==> src/rtl/mips_alu_pkg.sv <==
// Shared encodings for the MIPS ALU: control codes, ALUOp selector, funct and opcode values.
// Used by the control unit, the ID/EX issue stage and the ALU.
package mips_alu_pkg;

   typedef enum logic [3:0] {
      CTL_AND = 4'd0,
      CTL_OR  = 4'd1,
      CTL_ADD = 4'd2,
      CTL_SUB = 4'd6,
      CTL_SLT = 4'd7,
      CTL_NOR = 4'd12,
      CTL_NOP = 4'd15
   } alu_ctl_e;

   typedef enum logic [1:0] {
      ALUOP_ADD   = 2'b00,
      ALUOP_SUB   = 2'b01,
      ALUOP_RTYPE = 2'b10,
      ALUOP_ITYPE = 2'b11
   } aluop_e;

   localparam logic [5:0] FN_ADD = 6'h20;
   localparam logic [5:0] FN_SUB = 6'h22;
   localparam logic [5:0] FN_AND = 6'h24;
   localparam logic [5:0] FN_OR  = 6'h25;
   localparam logic [5:0] FN_NOR = 6'h27;
   localparam logic [5:0] FN_SLT = 6'h2A;

   localparam logic [5:0] OP_ADDI = 6'h08;
   localparam logic [5:0] OP_SLTI = 6'h0A;
   localparam logic [5:0] OP_ANDI = 6'h0C;
   localparam logic [5:0] OP_ORI  = 6'h0D;

endpackage

==> src/rtl/alu_ctl_decode.sv <==
// Combinational translation of ALUOp/funct/opcode into the 4-bit ALU control code.
// Unsupported funct/opcode values yield the NOP code and raise illegal.
module alu_ctl_decode
   import mips_alu_pkg::*;
(
   input  logic [1:0] aluop,
   input  logic [5:0] funct,
   input  logic [5:0] op,
   output logic [3:0] ctl,
   output logic       illegal
);

   // ALU control code lookup
   always_comb begin
      ctl     = CTL_NOP;
      illegal = 1'b0;
      case (aluop_e'(aluop))
         ALUOP_ADD: ctl = CTL_ADD;
         ALUOP_SUB: ctl = CTL_SUB;
         ALUOP_RTYPE: begin
            case (funct)
               FN_ADD:  ctl = CTL_ADD;
               FN_SUB:  ctl = CTL_SUB;
               FN_AND:  ctl = CTL_AND;
               FN_OR:   ctl = CTL_OR;
               FN_NOR:  ctl = CTL_NOR;
               FN_SLT:  ctl = CTL_SLT;
               default: begin
                  ctl     = CTL_NOP;
                  illegal = 1'b1;
               end
            endcase
         end
         ALUOP_ITYPE: begin
            case (op)
               OP_ADDI: ctl = CTL_ADD;
               OP_ANDI: ctl = CTL_AND;
               OP_ORI:  ctl = CTL_OR;
               OP_SLTI: ctl = CTL_SLT;
               default: begin
                  ctl     = CTL_NOP;
                  illegal = 1'b1;
               end
            endcase
         end
         default: begin
            ctl     = CTL_NOP;
            illegal = 1'b1;
         end
      endcase
   end

endmodule

==> src/rtl/id_ex_issue.sv <==
// ID/EX pipeline register feeding the ALU: operand capture, ALU control decode,
// EX/MEM and MEM/WB forwarding, and load-use hazard bubble insertion.
module id_ex_issue
   import mips_alu_pkg::*;
#(
   parameter int LEN     = 32,
   parameter int REGBITS = 5
) (
   input  logic               clk,
   input  logic               rst_n,
   input  logic               in_valid,
   output logic               in_ready,
   input  logic [REGBITS-1:0] in_rs,
   input  logic [REGBITS-1:0] in_rt,
   input  logic [REGBITS-1:0] in_rd_dst,
   input  logic [LEN-1:0]     in_rs_val,
   input  logic [LEN-1:0]     in_rt_val,
   input  logic [LEN-1:0]     in_imm,
   input  logic [1:0]         in_aluop,
   input  logic [5:0]         in_funct,
   input  logic [5:0]         in_op,
   input  logic               in_alusrc,
   input  logic               in_memrd,
   input  logic               in_memwr,
   input  logic               in_regwr,
   input  logic               stall,
   input  logic               flush,
   input  logic               exmem_regwr,
   input  logic               memwb_regwr,
   input  logic [REGBITS-1:0] exmem_rd,
   input  logic [REGBITS-1:0] memwb_rd,
   input  logic [LEN-1:0]     exmem_val,
   input  logic [LEN-1:0]     memwb_val,
   output logic [LEN-1:0]     A,
   output logic [LEN-1:0]     B,
   output logic [3:0]         ALUctl,
   output logic [LEN-1:0]     st_data,
   output logic [REGBITS-1:0] ex_rd,
   output logic               ex_valid,
   output logic               ex_memrd,
   output logic               ex_memwr,
   output logic               ex_regwr,
   output logic               illegal
);

   logic [REGBITS-1:0] ex_rs;
   logic [REGBITS-1:0] ex_rt;
   logic [LEN-1:0]     ex_rs_val;
   logic [LEN-1:0]     ex_rt_val;
   logic [LEN-1:0]     ex_imm;
   logic               ex_alusrc;
   logic [3:0]         dec_ctl;
   logic               dec_illegal;
   logic               hz;
   logic [LEN-1:0]     fwd_rs;
   logic [LEN-1:0]     fwd_rt;

   alu_ctl_decode u_dec (
      .aluop   (in_aluop),
      .funct   (in_funct),
      .op      (in_op),
      .ctl     (dec_ctl),
      .illegal (dec_illegal)
   );

   // A load in EX whose destination is read by the ID instruction cannot be forwarded in time.
   assign hz       = in_valid & ex_valid & ex_memrd & (ex_rd != {REGBITS{1'b0}})
                     & ((ex_rd == in_rs) | (ex_rd == in_rt));
   assign in_ready = ~stall & ~hz;

   // ID/EX register update: reset > flush > stall > hazard bubble > load
   always_ff @(posedge clk) begin
      if (!rst_n) begin
         ex_valid  <= 1'b0;
         ex_memrd  <= 1'b0;
         ex_memwr  <= 1'b0;
         ex_regwr  <= 1'b0;
         illegal   <= 1'b0;
         ALUctl    <= CTL_NOP;
         ex_rd     <= {REGBITS{1'b0}};
         ex_rs     <= {REGBITS{1'b0}};
         ex_rt     <= {REGBITS{1'b0}};
         ex_rs_val <= {LEN{1'b0}};
         ex_rt_val <= {LEN{1'b0}};
         ex_imm    <= {LEN{1'b0}};
         ex_alusrc <= 1'b0;
      end else if (flush || (!stall && hz)) begin
         ex_valid <= 1'b0;
         ex_memrd <= 1'b0;
         ex_memwr <= 1'b0;
         ex_regwr <= 1'b0;
         illegal  <= 1'b0;
      end else if (stall) begin
         ex_valid <= ex_valid;
      end else begin
         ex_valid  <= in_valid;
         ex_memrd  <= in_valid & in_memrd;
         ex_memwr  <= in_valid & in_memwr;
         ex_regwr  <= in_valid & in_regwr;
         illegal   <= in_valid & dec_illegal;
         ALUctl    <= dec_ctl;
         ex_rd     <= in_rd_dst;
         ex_rs     <= in_rs;
         ex_rt     <= in_rt;
         ex_rs_val <= in_rs_val;
         ex_rt_val <= in_rt_val;
         ex_imm    <= in_imm;
         ex_alusrc <= in_alusrc;
      end
   end

   // rs forwarding; $zero is never forwarded and EX/MEM wins over MEM/WB
   always_comb begin
      fwd_rs = ex_rs_val;
      if (ex_rs == {REGBITS{1'b0}}) begin
         fwd_rs = ex_rs_val;
      end else if (exmem_regwr && (exmem_rd == ex_rs)) begin
         fwd_rs = exmem_val;
      end else if (memwb_regwr && (memwb_rd == ex_rs)) begin
         fwd_rs = memwb_val;
      end else begin
         fwd_rs = ex_rs_val;
      end
   end

   // rt forwarding, same priority as rs
   always_comb begin
      fwd_rt = ex_rt_val;
      if (ex_rt == {REGBITS{1'b0}}) begin
         fwd_rt = ex_rt_val;
      end else if (exmem_regwr && (exmem_rd == ex_rt)) begin
         fwd_rt = exmem_val;
      end else if (memwb_regwr && (memwb_rd == ex_rt)) begin
         fwd_rt = memwb_val;
      end else begin
         fwd_rt = ex_rt_val;
      end
   end

   assign A       = fwd_rs;
   assign B       = ex_alusrc ? ex_imm : fwd_rt;
   assign st_data = fwd_rt;

endmodule

==> config.mk <==
export PLATFORM = sky130hd
export DESIGN_NAME = id_ex_issue
export DESIGN_NICKNAME = d
export VERILOG_FILES = /design/src/rtl/mips_alu_pkg.sv /design/src/rtl/alu_ctl_decode.sv /design/src/rtl/id_ex_issue.sv
export SDC_FILE = /design/constraint.sdc
export NUM_CORES = 1
export LEC_CHECK = 0
export BUFFER_PORTS_ARGS = -buffer_cell sky130_fd_sc_hd__buf_2
export CORE_UTILIZATION = 45
export CTS_CLUSTER_DIAMETER = 150
export CTS_CLUSTER_SIZE = 8
export DETAILED_ROUTE_END_ITERATION = 8
export PLACE_DENSITY = 0.79
export SKIP_CTS_REPAIR_TIMING = 1
export SLEW_MARGIN = 10
export SYNTH_ARGS = -nofsm -noshare
export SYNTH_HDL_FRONTEND = slang
export SYNTH_SLANG_ARGS = --single-unit
==> constraint.sdc <==
create_clock -name clk -period 2.5 [get_ports clk]
set_input_delay 0.5 -clock clk [delete_from_list [all_inputs] [get_ports clk]]
set_output_delay 0.5 -clock clk [all_outputs]
set_load 0.01 [all_outputs]
### Word-level counts from Yosys, hierarchy flattened

Cells that the tools add are included.

| cells by class | value |
|---|---|
| eq/ne operators | 19 |
| mux-type cells | 13 |
| reductions and logical operators | 15 |
| bitwise operators | 14 |

Operators with widths:

| operator | number |
|---|---|
| $mux 32 | 7 |
| $eq 6x6->1 const B | 6 |
| $pmux 4 s4 | 2 |
| $eq 5x5->1 | 6 |
| $eq 6x4->1 const B | 4 |
| $pmux 4 s6 | 1 |
| $logic_not 5->1 | 2 |
| $and 1x1->1 | 9 |
| $reduce_or 6->1 | 1 |
| $logic_and 1x1->1 | 5 |
| $reduce_bool 5->1 | 1 |
| $eq 2x2->1 const B | 2 |
| $not 1->1 | 4 |
| $reduce_or 4->1 | 1 |
| $eq 2x1->1 const B | 1 |
| $logic_not 2->1 | 1 |
| $mux 1 | 2 |
| $pmux 1 s2 | 1 |
| $reduce_and 2->1 | 1 |
| $reduce_or 2->1 | 1 |
| $logic_not 1->1 | 1 |
| $logic_or 1x1->1 | 1 |
| $or 1x1->1 | 1 |

| storage, ports and cells | value |
|---|---|
| output and inout port bits | 111 |
| register bits | 121 |
| input bits | 210 |
| logic and storage cells | 74 |

### Depth between registers and ports, before layout

| logic depth | value |
|---|---|
| depth after elaboration | 8 |
| mapped depth | 8 |
| mapped depth without buffers | 5 |

### Cells and area by module

Synthesis repeated with hierarchy kept, for this count alone.

| second synthesis, totals | value |
|---|---|
| cell total of the unflattened synthesis | 952 |
| area total of the unflattened synthesis | 7661.1 sq um |

By module, submodules not included:

| module | cells an instance | seq. area each (sq um) | times used | area each (sq um) |
|---|---|---|---|---|
| id_ex_issue | 923 | 2422.3 | 1 | 7473.4 |
| alu_ctl_decode | 29 | 0.0 | 1 | 187.7 |

### Worst setup path before layout

OpenSTA, ideal clock, no wires.

| timing | value |
|---|---|
| path type | input port to output port |
| start point | input port exmem_rd[2] |
| end point | output port A[0] |
| data required time | 2.000 ns |
| data arrival time | 1.913 ns |
| stages on the path | 7 |
| path buffers | 2 |
| setup slack | 0.087 ns |
| cell sequence | xor2_1 > nor4_2 > and2_1 > buf_2 > buf_2 > o31ai_1 > a2bb2oi_1 |

| on the way | value |
|---|---|
| cells in the longest elaborated chain, start to end | 4 |

Ends and longest elaborated chain:

| what | line | text |
|---|---|---|
| from (decl) | id_ex_issue.sv:30 | `input logic [REGBITS-1:0] exmem_rd,` |
| $eq 5x5->1 | id_ex_issue.sv:117 | `end else if (exmem_regwr && (exmem_rd == ex_rs)) begin` |
| $logic_and 1x1->1 | id_ex_issue.sv:117 |  |
| $mux 32 | id_ex_issue.sv:117 |  |
| $mux 32 | id_ex_issue.sv:115 | `if (ex_rs == {REGBITS{1'b0}}) begin` |
| to (decl) | id_ex_issue.sv:34 | `output logic [LEN-1:0] A,` |

Every way passes these cells.

### Worst setup path in the final report

| timing | value |
|---|---|
| start point | register ex_rt[2] |
| end point | output port B[1] |

| on the way | value |
|---|---|
| cells in the longest elaborated chain, start to end | 6 |
| elaborated cells between the ends (all ways) | 9 |
| classes of those cells | 2 x eq/ne; 4 x mux; 3 x reduce/logical |

Ends and longest elaborated chain:

| what | line | text |
|---|---|---|
| from (decl) | id_ex_issue.sv:47 | `logic [REGBITS-1:0] ex_rt;` |
| from (signal assigned) | id_ex_issue.sv:82 | `ex_rt <= {REGBITS{1'b0}};` |
| from (signal assigned) | id_ex_issue.sv:104 | `ex_rt <= in_rt;` |
| $eq 5x5->1 | id_ex_issue.sv:133 | `end else if (memwb_regwr && (memwb_rd == ex_rt)) begin` |
| $logic_and 1x1->1 | id_ex_issue.sv:133 |  |
| $mux 32 | id_ex_issue.sv:133 |  |
| $mux 32 | id_ex_issue.sv:131 | `end else if (exmem_regwr && (exmem_rd == ex_rt)) begin` |
| $mux 32 * | id_ex_issue.sv:129 | `if (ex_rt == {REGBITS{1'b0}}) begin` |
| $mux 32 * | id_ex_issue.sv:141 | `assign B = ex_alusrc ? ex_imm : fwd_rt;` |
| to (decl) | id_ex_issue.sv:35 | `output logic [LEN-1:0] B,` |

Mark *: on every way between the ends. The rest lies on a longest branch, timed or not.

==> impl_metrics.yaml <==
run_status:
  status: "complete, but fails checks"
  violations: "setup timing"
worst_setup_path:
  crit_arrival_ns: 2.45
  worst_setup_path_start_kind: "register"
  path_class: "reg2out"
  critPathRequiredTime_ns: 2.00
  crit_path_max_fanout: 7
  critPathCaptureType: "primary output"
logic_synthesis:
  synth_top_flop_cell: "dfxtp_1"
  yosys-top-cells-area: "dfxtp_1, mux2i_1, nand2_1, o2bb2ai_1, a22oi_1"
  ys_seq_area_share_pct: 31.4
  syn_avg_cell_area_um2: 8.13
  synth_edf_count: 0
  synth-adder-area-share_pct: 0
  ys_ff_latch: 121
  yosysUniqueCellTypes: 47
  synth_mux_area_share_pct: 15.4
  synthArstFlopShare_pct: 0
  syn-cell-area_um2: 7710
  yosys_warnings: 0
  synth_cells: 948
  syn_nets: 1158
  synth_compound_area_share_pct: 21.2
  synth_xor_area_share_pct: 3.41
  synth_top_area_share_pct: 31.4
  synth-simple-area-share_pct: 21.6
  synth_top_cell_by_area: "dfxtp_1"
  synth_top_family_by_area: "simple AND/OR/NAND/NOR gates"
sta:
  hold_viol: 0
  fin_crit_ns: 2.95
  fmax_mhz: 339
  relSlewSlack_pct: 63.7
  report.final.slew_viol_count: 0
  worst_pin_slew_ns: 0.544
  rsz0062_at_grt: "yes"
  final-setup-viol-count: 96
  min_period_over_period_pct: 118
  setup_slack_ns: -0.448
  final.setup.tns_ns: -31.00
  skew_ns: 0.00765
clock_network:
  cts_tree: "built"
  cts.clk_slew.worst_paths_ns: 0.06
  cts_sinks: 121
  clockBufferDepth: 2
  cts_root_buf: "clkbuf_16"
  cts_buffers: 17
  clk_latency_ns: 0.42
  cts.htree.levels: 4
grt:
  grt.overflow.total: 0
  busiest_layer: "met2"
  antenna_found_initial: 2
  grtUsageMet3_pct: 6.17
  grtUsageMet1_pct: 36.6
  grt_pass1_vias: 7958
  grt_max_degree: 88
  grt_pass1_wl_um: 42200
  grt_usage_pct: 30.9
  gr-usage-met2_pct: 53.1
floorplanning:
  std_cell_rows: 47
  initial_utilization_pct: 46.3
  io_pins: 321
  die_area_um2: 17700
  die_h_um: 133
  fp.coreArea_um2: 16600
  die-width_um: 133
drt:
  drc: 0
  drtPass1Iterations: 5
  ant_nets: 0
  drt-vias-per-instance: 5.73
  drt_iter0_markers: 618
  routed_wirelength_um: 29400
  wl_per_cell_um: 19.6
  vias: 8611
worst_hold_path:
  min_path_type: "in2reg"
place:
  post-dp-hpwl_um: 20600
  io_buffers: 320
  dpl-instance-area_um2: 9640
  place_congestion: 0.976
final_layout:
  drive_above_1_share_pct: 41.6
  syn2layout_area_growth_pct: 45.8
  postLayoutCellArea_um2: 11200
  fillers: 1322
  fin_nets: 1480
pwr:
  peakVddDrop_mv: 0.456
  powerDensity_nw_per_um2: 530
  p_leak_nw: 4.90
run:
  maxCapViolations: 0
-- sequential cells by signal, indices dropped and copies added (netlist names) --
name       cells
ex_memrd       1
ex_rs          5
ex_memwr       1
ex_valid       1
ex_rt          5
ex_rs_val     32
ex_alusrc      1
ex_rt_val     32
ex_rd          5
ALUctl         4
illegal        1
ex_imm        32
ex_regwr       1
-- kinds of logic after synthesis --
| kind of cell | after synthesis |
|---|---|
| compound gates | 217 |
| flops | 121 |
| simple gates | 368 |
| mux | 118 |
| buf+inv | 94 |
| xor+xnor | 30 |
-- critical path, cell delays in order, from the launching register on --
cell	delay [ns]
dfxtp_4	0.37
xor2_4	0.16
nor4_4	0.35
buf_4	0.19
and2_4	0.21
clkbuf_16	0.19
a22oi_2	0.09
o211ai_1	0.28
buf_2	0.19
-- power by group --
group / total, mW / switching, mW / internal [mW]
clock: 2.55 / 0.903 / 1.64
sequential: 2.11 / 0.0806 / 2.03
combinational: 1.30 / 0.736 / 0.568
total: 5.96 / 1.72 / 4.24
-- layer usage --
layer | up-vias | wire length (um)
met5 | - | 10
met4 | 2 | 1230
met3 | 97 | 2150
met2 | 476 | 14100
met1 | 4018 | 11900
li1 | 4018 | -
-- final timing paths --
check / startpoint / end / slack [ns] / cells past startpoint
worst max-delay path: ex_rt[2] / B[1] / -0.45 / 8
worst max register to register: ex_rd[0] / ex_imm[10] / 0.24 / 6
worst min register to register: ex_imm[13] / ex_imm[13] / 0.46 / 2
worst min-delay path: in_memwr / ex_memwr / 0.32 / 3
-- cells in the mapped netlist (all sizes together), types with 2 or more instances --
library cell and n:
nor2b 34, xor2 22, nand3b 33, nand2b 3, o21ai 36, o31ai 32
dfxtp 121, o2bb2ai 32, nand2 260, nand3 2, xnor2 8, o2bb2a 2
a311oi 2, a22oi 37, inv 3, mux2 2, a21oi 2, nor3 3
buf 34, nor4 3, a2bb2oi 31, and2 4, a211oi 2, mux2i 116
o211ai 32, clkbuf 57, or2 2, nor2 18, or4 2
-- cells in the final DEF (no fill, tap or decap), drive strengths merged, types with 2 or more instances in the layout --
cell / netlist / final
buf: 34 / 388
nand2: 260 / 260
dfxtp: 121 / 121
mux2i: 116 / 116
a22oi: 37 / 37
o21ai: 36 / 36
nor2b: 34 / 34
nand3b: 33 / 33
o211ai: 32 / 32
o2bb2ai: 32 / 32
o31ai: 32 / 32
a2bb2oi: 31 / 31
clkbuf: 57 / 27
xor2: 22 / 22
nor2: 18 / 18
xnor2: 8 / 8
clkinvlp: 0 / 4
inv: 3 / 4
and2: 4 / 4
nor3: 3 / 3
nand2b: 3 / 3
clkinv: 0 / 3
bufinv: 0 / 3
nor4: 3 / 3
or4: 2 / 2
or2: 2 / 2
mux2: 2 / 2
a21oi: 2 / 2
a311oi: 2 / 2
nand3: 2 / 2
o2bb2a: 2 / 2
a211oi: 2 / 2
-- layout make-up --
class | count | area [um2] | area share [%]
Antenna cell | 1 | 2.50 | 0.0223
Clock buffer | 21 | 470 | 4.19
Clock inverter | 11 | 144 | 1.28
Inverter | 3 | 11.3 | 0.100
Multi-Input combinational cell | 733 | 5370 | 47.8
Sequential cell | 121 | 2440 | 21.7
Tap cell | 220 | 275 | 2.45
Timing Repair Buffer | 394 | 2530 | 22.5
-- metrics by stage --
step / setup slack (ns) / std cells / util (%) / power (mW) / hold WS, ns
6_report: -0.448 / 1504 / 67.5 / 5.96 / 0.317
5_1_grt: -0.465 / 1504 / 67.5 / 6.17 / 0.309
4_1_cts: -0.581 / 1482 / 61.6 / 5.82 / 0.309
3_5_place_dp: -0.379 / 1450 / 57.9 / 3.28 / 0.446
3_3_place_gp: -0.322 / 1450 / 57.9 / 3.27 / 0.441
2_1_floorplan: 0.0872 / 948 / - / 2.78 / 0.431
Note: power is estimated with default switching activity, not from simulation.
